[config.mk]
export PLATFORM = sky130hd
export DESIGN_NAME = vec3_mac_seq_flat
export DESIGN_NICKNAME = d
export VERILOG_FILES = /design/src/rtl/common_defs.sv /design/src/rtl/vector_pkg.sv /design/src/rtl/vec3_mac_seq_if.sv /design/src/rtl/vec3_mac_seq.sv /design/src/flat_wrapper.sv
export SDC_FILE = /design/constraint.sdc
export NUM_CORES = 2
export LEC_CHECK = 0
export BUFFER_PORTS_ARGS = -buffer_cell sky130_fd_sc_hd__buf_2
export CAP_MARGIN = 0
export CORE_MARGIN = 4
export CORE_UTILIZATION = 35
export CTS_CLUSTER_SIZE = 40
export DETAILED_ROUTE_END_ITERATION = 6
export GPL_TIMING_DRIVEN = 0
export MAX_ROUTING_LAYER = met4
export SLEW_MARGIN = 20
export SYNTH_ARGS = -nofsm -noshare
export SYNTH_HDL_FRONTEND = slang
export SYNTH_SLANG_ARGS = --single-unit
[constraint.sdc]
create_clock -name clk -period 12.54 [get_ports clk]
set_clock_uncertainty 0.2 [all_clocks]
set_input_delay 2.508 -clock clk [delete_from_list [all_inputs] [get_ports clk]]
set_output_delay 2.508 -clock clk [all_outputs]
set_load 0.03 [all_outputs]
[src/rtl/common_defs.sv]
// Shared fixed-point types for the vector datapath.
// fp is Q(DATA_WIDTH-FRAC_BITS).FRAC_BITS two's complement.
package common_defs;

  localparam int DATA_WIDTH = 32;
  localparam int FRAC_BITS  = 16;

  typedef logic [DATA_WIDTH-1:0] fp;

  typedef struct packed {
    fp x;
    fp y;
    fp z;
  } vec3;

endpackage

[src/rtl/vector_pkg.sv]
// Op and FSM encodings plus the fixed-point multiply
// shared by the vec3 MAC sequencer.
package vector_pkg;
  import common_defs::*;

  typedef enum logic [1:0] {
    OP_ADD   = 2'b00,
    OP_SUB   = 2'b01,
    OP_DOT   = 2'b10,
    OP_SCALE = 2'b11
  } op_e;

  typedef enum logic [2:0] {
    S_IDLE,
    S_MUL_X,
    S_MUL_Y,
    S_MUL_Z,
    S_DONE
  } state_e;

  // Full signed product, floor shift, truncate.
  function automatic fp fp_mul(
    fp  a,
    fp  b,
    int frac = FRAC_BITS
  );
    logic signed [2*DATA_WIDTH-1:0] ea;
    logic signed [2*DATA_WIDTH-1:0] eb;
    logic signed [2*DATA_WIDTH-1:0] p;
    ea = {{DATA_WIDTH{a[DATA_WIDTH-1]}}, a};
    eb = {{DATA_WIDTH{b[DATA_WIDTH-1]}}, b};
    p  = ea * eb;
    p  = p >>> frac;
    return p[DATA_WIDTH-1:0];
  endfunction

endpackage

[src/rtl/vec3_mac_seq_if.sv]
// Request/result handshake bundle of the
// vec3 MAC sequencer.
interface vec3_mac_seq_if;
  import common_defs::*;
  import vector_pkg::*;

  logic in_valid;
  logic in_ready;
  op_e  in_op;
  vec3  in_a;
  vec3  in_b;
  fp    in_s;
  logic out_valid;
  logic out_ready;
  vec3  out_vec;
  fp    out_scalar;

  modport slave (
    input  in_valid, in_op, in_a, in_b, in_s,
    input  out_ready,
    output in_ready, out_valid,
    output out_vec, out_scalar
  );

  modport master (
    output in_valid, in_op, in_a, in_b, in_s,
    output out_ready,
    input  in_ready, out_valid,
    input  out_vec, out_scalar
  );

endinterface

[src/rtl/vec3_mac_seq.sv]
// Vec3 ADD/SUB/DOT/SCALE unit sharing one
// multiplier across x, y, z over three cycles.
module vec3_mac_seq
  import common_defs::*;
  import vector_pkg::*;
#(
  parameter int DATA_WIDTH = common_defs::DATA_WIDTH,
  parameter int FRAC_BITS  = common_defs::FRAC_BITS
) (
  input  logic           clk,
  input  logic           rst_n,
  vec3_mac_seq_if.slave  bus,
  output logic [15:0]    ops_done
);

  state_e r_state;
  state_e w_next;
  op_e    r_op;
  vec3    r_a;
  vec3    r_b;
  fp      r_s;
  vec3    r_vec;
  fp      r_acc;
  logic [15:0] r_ops;

  logic w_xfer;
  logic w_take;
  logic w_addsub;
  logic [DATA_WIDTH-1:0] w_mul_a;
  logic [DATA_WIDTH-1:0] w_mul_b;
  fp    w_prod;

  assign w_xfer   = bus.in_valid && (r_state == S_IDLE);
  assign w_take   = bus.out_ready && (r_state == S_DONE);
  assign w_addsub = (bus.in_op == OP_ADD) ||
                    (bus.in_op == OP_SUB);

  // State register.
  always_ff @(posedge clk or negedge rst_n) begin
    if (!rst_n) r_state <= S_IDLE;
    else        r_state <= w_next;
  end

  // Next state: short path for ADD/SUB, three multiply steps otherwise.
  always_comb begin
    w_next = r_state;
    case (r_state)
      S_IDLE:
        if (bus.in_valid)
          w_next = w_addsub ? S_DONE : S_MUL_X;
      S_MUL_X: w_next = S_MUL_Y;
      S_MUL_Y: w_next = S_MUL_Z;
      S_MUL_Z: w_next = S_DONE;
      S_DONE:
        if (bus.out_ready) w_next = S_IDLE;
      default: w_next = S_IDLE;
    endcase
  end

  // Route the active component pair onto the shared multiplier.
  always_comb begin
    w_mul_a = r_a.x;
    w_mul_b = (r_op == OP_SCALE) ? r_s : r_b.x;
    unique case (1'b1)
      r_state == S_MUL_Y: begin
        w_mul_a = r_a.y;
        w_mul_b = (r_op == OP_SCALE) ? r_s : r_b.y;
      end
      r_state == S_MUL_Z: begin
        w_mul_a = r_a.z;
        w_mul_b = (r_op == OP_SCALE) ? r_s : r_b.z;
      end
      default: ;
    endcase
  end

  assign w_prod = fp_mul(w_mul_a, w_mul_b, FRAC_BITS);

  // Operand capture, ADD/SUB result, and multiply writeback.
  always_ff @(posedge clk or negedge rst_n) begin
    if (!rst_n) begin
      r_op  <= OP_ADD;
      r_a   <= '0;
      r_b   <= '0;
      r_s   <= '0;
      r_vec <= '0;
      r_acc <= '0;
    end else if (w_xfer) begin
      r_op  <= bus.in_op;
      r_a   <= bus.in_a;
      r_b   <= bus.in_b;
      r_s   <= bus.in_s;
      r_acc <= '0;
      r_vec <= '0;
      if (bus.in_op == OP_ADD) begin
        r_vec.x <= bus.in_a.x + bus.in_b.x;
        r_vec.y <= bus.in_a.y + bus.in_b.y;
        r_vec.z <= bus.in_a.z + bus.in_b.z;
      end else if (bus.in_op == OP_SUB) begin
        r_vec.x <= bus.in_a.x - bus.in_b.x;
        r_vec.y <= bus.in_a.y - bus.in_b.y;
        r_vec.z <= bus.in_a.z - bus.in_b.z;
      end
    end else if (r_op == OP_DOT) begin
      if (r_state == S_MUL_X || r_state == S_MUL_Y ||
          r_state == S_MUL_Z)
        r_acc <= r_acc + w_prod;
    end else begin
      unique case (1'b1)
        r_state == S_MUL_X: r_vec.x <= w_prod;
        r_state == S_MUL_Y: r_vec.y <= w_prod;
        r_state == S_MUL_Z: r_vec.z <= w_prod;
        default: ;
      endcase
    end
  end

  // Count results handed to the consumer.
  always_ff @(posedge clk or negedge rst_n) begin
    if (!rst_n)      r_ops <= '0;
    else if (w_take) r_ops <= r_ops + 16'd1;
  end

  assign bus.in_ready   = (r_state == S_IDLE);
  assign bus.out_valid  = (r_state == S_DONE);
  assign bus.out_vec    = r_vec;
  assign bus.out_scalar = r_acc;
  assign ops_done       = r_ops;

endmodule

[src/flat_wrapper.sv]
// flat-port wrapper written by rule: the top's interface ports become plain ports
module vec3_mac_seq_flat import common_defs::*; import vector_pkg::*;
#(
  parameter int DATA_WIDTH = common_defs::DATA_WIDTH,
  parameter int FRAC_BITS  = common_defs::FRAC_BITS
)
  (clk, rst_n, ops_done, bus_in_valid, bus_in_op, bus_in_a, bus_in_b, bus_in_s, bus_out_ready, bus_in_ready, bus_out_valid, bus_out_vec, bus_out_scalar);
  vec3_mac_seq_if bus_i ();
  input  logic clk;
  input  logic rst_n;
  output logic [15:0] ops_done;
  input wire logic [$bits(bus_i.in_valid)-1:0] bus_in_valid;
  input wire logic [$bits(bus_i.in_op)-1:0] bus_in_op;
  input wire logic [$bits(bus_i.in_a)-1:0] bus_in_a;
  input wire logic [$bits(bus_i.in_b)-1:0] bus_in_b;
  input wire logic [$bits(bus_i.in_s)-1:0] bus_in_s;
  input wire logic [$bits(bus_i.out_ready)-1:0] bus_out_ready;
  output wire logic [$bits(bus_i.in_ready)-1:0] bus_in_ready;
  output wire logic [$bits(bus_i.out_valid)-1:0] bus_out_valid;
  output wire logic [$bits(bus_i.out_vec)-1:0] bus_out_vec;
  output wire logic [$bits(bus_i.out_scalar)-1:0] bus_out_scalar;
  assign bus_i.in_valid = bus_in_valid;
  assign bus_i.in_op = bus_in_op;
  assign bus_i.in_a = bus_in_a;
  assign bus_i.in_b = bus_in_b;
  assign bus_i.in_s = bus_in_s;
  assign bus_i.out_ready = bus_out_ready;
  assign bus_in_ready = bus_i.in_ready;
  assign bus_out_valid = bus_i.out_valid;
  assign bus_out_vec = bus_i.out_vec;
  assign bus_out_scalar = bus_i.out_scalar;
  vec3_mac_seq #(.DATA_WIDTH(DATA_WIDTH), .FRAC_BITS(FRAC_BITS)) u_core (.clk(clk), .rst_n(rst_n), .bus(bus_i), .ops_done(ops_done));
endmodule
Yosys cells after proc, flatten, opt, wreduce, memory -nomap -nowiden
Index checks and enable logic that the tools add are counted.

operators by class
  reductions and logical operators = 17
  add/subtract/negate cells = 8
  multiplexer cells = 19
  multiply operators = 1
  eq/ne operators = 10

operators with widths
  cell                   number
  $mux 96                4
  $mux 32                9
  $add 32x32->32         4
  $pmux 32 s2            2
  $sub 32x32->32         3
  $mul 32x32->48         1
  $add 16x1->16 const B  1
  $pmux 3 s5             1
  $reduce_and 2->1       5
  $reduce_bool 2->1      5
  $mux 3                 3
  $eq 3x2->1 const B     2
  $eq 2x2->1 const B     2
  $ne 2x2->1 const B     2
  $eq 3x1->1 const B     1
  $eq 3x3->1 const B     1
  $logic_not 3->1        1
  $logic_or 1x1->1       3
  $eq 2x1->1 const B     1
  $logic_and 1x1->1      2
  $logic_not 2->1        1
  $ne 2x1->1 const B     1

storage, ports and cells
  logic and storage cells = 69
  bits of input ports = 230
  output and inout port bits = 146
  register bits = 373

Longest topological paths before layout
  word-level depth = 8
  mapped depth = 50
  gate-level depth less buffers = 43

Worst setup path before layout
OpenSTA, ideal clock, no wires.

  path type = flip-flop to flip-flop
  start = register u_core.r_state[0]
  end = register u_core.r_acc[31], in the netlist u_core.bus.out_scalar[31]
  cell stages (with the launch flop) = 45
  period minus slack after synthesis = 11.153 ns
  data required time = 12.202 ns
  data arrival time = 10.815 ns
  library setup time = 0.138 ns
  buffers on the path = 7
  setup slack = 1.387 ns
  path through = dfrtp_1 -> buf_4 -> buf_6 -> buf_4 -> buf_2 -> buf_2 -> buf_1 -> mux2i_1 -> o21a_1 -> clkbuf_1 -> nor2_1 -> fa_1 -> fa_1 -> fa_1 -> inv_1 -> fa_1 -> inv_1 -> ha_1 -> [9 not listed] -> o21bai_1 -> a31oi_1 -> o21ai_1 -> a2111oi_0 -> o21ai_1 -> xor2_1 -> ha_1 -> a2111oi_0 -> a22oi_1 -> a22o_1 -> o21ai_1 -> o31ai_1 -> a211oi_1 -> nor3_1 -> a221oi_1 -> nor3_1 -> nand3b_1 -> mux2i_1

on the way
  longest elaborated chain between the ends = 7
  elaborated cells on any way between the ends = 17
  classes of those cells = add/sub (1); mul (1); eq/ne (3); mux (5); reduce/logical (7)

RTL lines
  element                        line                 source
  start: declaration             vec3_mac_seq.sv:16   state_e r_state;
  start signal: assignment       vec3_mac_seq.sv:41   else r_state <= w_next;
  $eq 3x2->1 (on tied branches)  -
  $pmux 32 s2                    vec3_mac_seq.sv:64   unique case (1'b1)
  $mul 32x32->48                 vector_pkg.sv:32     p = ea * eb;
  $add 32x32->32                 vec3_mac_seq.sv:107  r_acc <= r_acc + w_prod;
  $mux 32                        vec3_mac_seq.sv:105  if (r_state == S_MUL_X || r_state == S_MUL_Y ||
  $mux 32                        vec3_mac_seq.sv:104  end else if (r_op == OP_DOT) begin
  $mux 32                        vec3_mac_seq.sv:88   end else if (w_xfer) begin
  end signal: assignment         vec3_mac_seq.sv:107
  end: declaration               vec3_mac_seq.sv:23   fp r_acc;

Several ways; a longest one is shown, not always the timed one. The select of a mux whose other input is x is not followed.
A chain may end at the register's enable or synchronous reset.

Worst setup path after layout
  start = register u_core.r_state[0]
  end = register u_core.r_acc[30], in the netlist u_core.bus.out_scalar[30]

The elaborated chain is that of the path after synthesis.

==> flow_metrics.env <==
export IMPL_outcome="finished clean"
export IMPL_synthTopCellsByArea="fa_1 31%, dfrtp_1 17%, ha_1 8.8%"
export IMPL_critPathRequiredTime_ns=12.87
export IMPL_crit_slowest_cell="xnor2_2"
export IMPL_fmax_mhz=81.3
export IMPL_cts_tree="yes"
export IMPL_cp_end_kind="register"
export IMPL_dp_slack_ns=-3.25
export IMPL_design_die_area_um2=162000
export IMPL_crit_top_cell="fa_1"
export IMPL_grt_max_degree=96
export IMPL_cp_start_kind="register"
export IMPL_ys_top_cells_by_count="1061 x nand2_1, 999 x inv_1, 845 x fa_1"
export IMPL_yosysWarnings=0
export IMPL_maxSlewViolCount=0
export IMPL_final_antenna_net_count=0
export IMPL_area_delta_synth_final_pct=15.4
export IMPL_yosysMostFrequentCell="nand2_1"
export IMPL_min_period_ns=12.31
export IMPL_nFillCells=15900
export IMPL_synthArstFlopShare_pct=100
export IMPL_drt_iter0_drc=5533
export IMPL_place_gp_congestion=1.04
export IMPL_worst_pin_slew_ns=1.25
export IMPL_grt_usage_pct=33.3
export IMPL_synth_seq_cells=373
export IMPL_cts_path_max_buffers=3
export IMPL_worst_slack_ns=0.234
export IMPL_grt_pass1_wl_um=374000
export IMPL_routed_top_layer="met4"
export IMPL_synth_top_area_cell="fa_1"
export IMPL_worst_hold_slack_ns=0.278
export IMPL_fp_dieH_um=402
export IMPL_hold_path_class="register to register"
export IMPL_drt_total_wl_um=266000
export IMPL_first_pass_iters=5
export IMPL_die_w_um=402
export IMPL_clk_pin_slew_worst_paths_ns=0.06
export IMPL_num_vias=50300
export IMPL_row_count=144
export IMPL_synth_nets=7875
export IMPL_nNetsFinal=8338
export IMPL_ys_types=91
export IMPL_hold_viol=0
export IMPL_portBuffers=374
export IMPL_cts_sinks=373
export IMPL_htreeDepth=2
export IMPL_synthCells=6418
export IMPL_grt_pass1_vias=50200
export IMPL_synthFlopType="dfrtp_1"
export IMPL_antenna_found_initial=22
export IMPL_critPathKind="register to register"
export IMPL_core_area_um2=154000
export IMPL_cts_made_buffers=46
export IMPL_arrival_ns=12.64
export IMPL_initial_core_util_pct=35.3
export IMPL_synth_edff_count=0
export IMPL_synth_top_area_share_pct=31.1
export IMPL_slowest_delay_ns=0.62
export IMPL_fin_crit_sh_pct=98.1
export IMPL_drive_above_1_share_pct=12.6
export IMPL_wl_met1_um=107000
export IMPL_root_buffer="clkbuf_16"
export IMPL_route_met3_wl_um=28600
export IMPL_place_hpwl_um=226000
export IMPL_drcViolationCount=0
export IMPL_synth_area_um2=54400
export IMPL_setup_tns_ns=0
export IMPL_slew_headroom_pct=16.8
export IMPL_wl_per_cell_um=29.6
export IMPL_avgViaCountPerCell=5.59
export IMPL_grt_ovfl_total=0
export IMPL_num_io_pins=376
export IMPL_final_util_pct=40.7
export IMPL_max_cap_viol_count=0
export IMPL_cts_hold_buf=0
export IMPL_dr_wl_met2_um=114000
export IMPL_clk_latency_ns=0.63
export IMPL_seq_area_frac_synth_pct=17.2
export IMPL_setup_viol=0
export IMPL_path_max_fanout=10
export IMPL_syn_avg_cell_area_um2=8.47
==> critical path, delay by kind of cell (launching register included) <==
family / cells / cell delay [ns]
adder cells (fa/ha/maj): 10 / 4.76
AO/OA/AOI/OAI: 14 / 3.27
buffers and inverters: 9 / 1.74
AND/OR/NAND/NOR: 5 / 0.79
XOR/XNOR: 1 / 0.62
multiplexers: 1 / 0.42
flip-flops: 1 / 0.32
==> sequential cells by signal (all words and copies together) (netlist names) <==
register and count:
u_core.r_state 3, u_core.bus.out_vec 96, u_core.r_s 32, u_core.r_a 96, u_core.r_op 2, u_core.ops_done 16
u_core.r_b 96, u_core.bus.out_scalar 32
==> cell type report <==
| cell class | count | area (µm²) | area share [%] |
|---|---|---|---|
| diodes | 29 | 72.6 | 0.116 |
| inverters | 1001 | 3760 | 5.99 |
| clock buffers | 62 | 1300 | 2.07 |
| repair buffers | 427 | 2460 | 3.92 |
| well taps | 2044 | 2560 | 4.08 |
| plain buffers | 307 | 1600 | 2.55 |
| multi-input cells | 4725 | 41200 | 65.7 |
| flip-flops and latches | 373 | 9340 | 14.9 |
| clock inverters | 24 | 434 | 0.692 |
==> worst paths after layout <==
check | startpoint | endpoint | slack, ns | cells after the start
min in group asynchronous | rst_n | u_core.bus.out_vec[52]$_DFFE_PN0P_ | 1.56 | 1
max in group asynchronous | rst_n | u_core.r_a[78]$_DFFE_PN0P_ | 9.34 | 3
max | u_core.r_state[0]$_DFFE_PN0P_ | u_core.bus.out_scalar[30]$_DFFE_PN0P_ | 0.23 | 40
min reg2reg | u_core.r_a[54]$_DFFE_PN0P_ | u_core.r_a[54]$_DFFE_PN0P_ | 0.28 | 2
min | u_core.r_a[54]$_DFFE_PN0P_ | u_core.r_a[54]$_DFFE_PN0P_ | 0.28 | 2
max reg2reg | u_core.r_state[0]$_DFFE_PN0P_ | u_core.bus.out_scalar[30]$_DFFE_PN0P_ | 0.23 | 40
==> stage by stage <==
stage          instances  area [µm²]
2_1_floorplan       6418       54400
3_3_place_gp        8836       58800
3_5_place_dp        8866       59500
4_1_cts             8953       62200
5_1_grt             8987       62700
6_report            8992       62800
==> cell families (layout without fill, tap and decap cells) <==
logic type | after synthesis | in the layout | synth area share (%)
simple gates | 2102 | 2102 | 15.9
buf+inv | 1320 | 1821 | 9.30
fa+ha+maj | 1227 | 1227 | 39.9
compound gates | 1108 | 1108 | 12.9
flops | 373 | 373 | 17.2
xor+xnor | 197 | 197 | 3.21
mux | 91 | 91 | 1.69
other cells | 0 | 29 | 0
==> cell usage in the layout, fill, tap and decap left out, types with 49 or more instances in the layout <==
cell,synthesis,routed
a21o_1,67,67
mux2i_1,88,60
buf_2,20,398
xnor2_1,143,126
clkbuf_1,262,173
dfrtp_1,373,371
nor2b_1,52,52
a21oi_1,292,272
o21ai_0,283,262
buf_4,5,49
o22ai_1,49,49
nor2_1,733,732
ha_1,382,379
inv_1,999,999
fa_1,845,843
nand2_1,1061,1061
==> timing repair <==
item                                    in CTS  in global routing
pin swaps                                    7                  9
hold endpoints to repair                     0                  0
gates resized for setup                    275                137
buffers inserted                            12                 11
endpoints found under the setup margin      61                  8
==> per-layer routing <==
| metal | global-route usage (%) | vias up |
|---|---|---|
| met4 | 16.6 | 0 |
| met5 | - | - |
| li1 | - | 21200 |
| met1 | 43.3 | 25800 |
| met3 | 8.46 | 570 |
| met2 | 48.4 | 2770 |
Power is left out: the tool's default activity adds up to more than one toggle a clock period on the data nets, which glitch-free logic cannot reach.
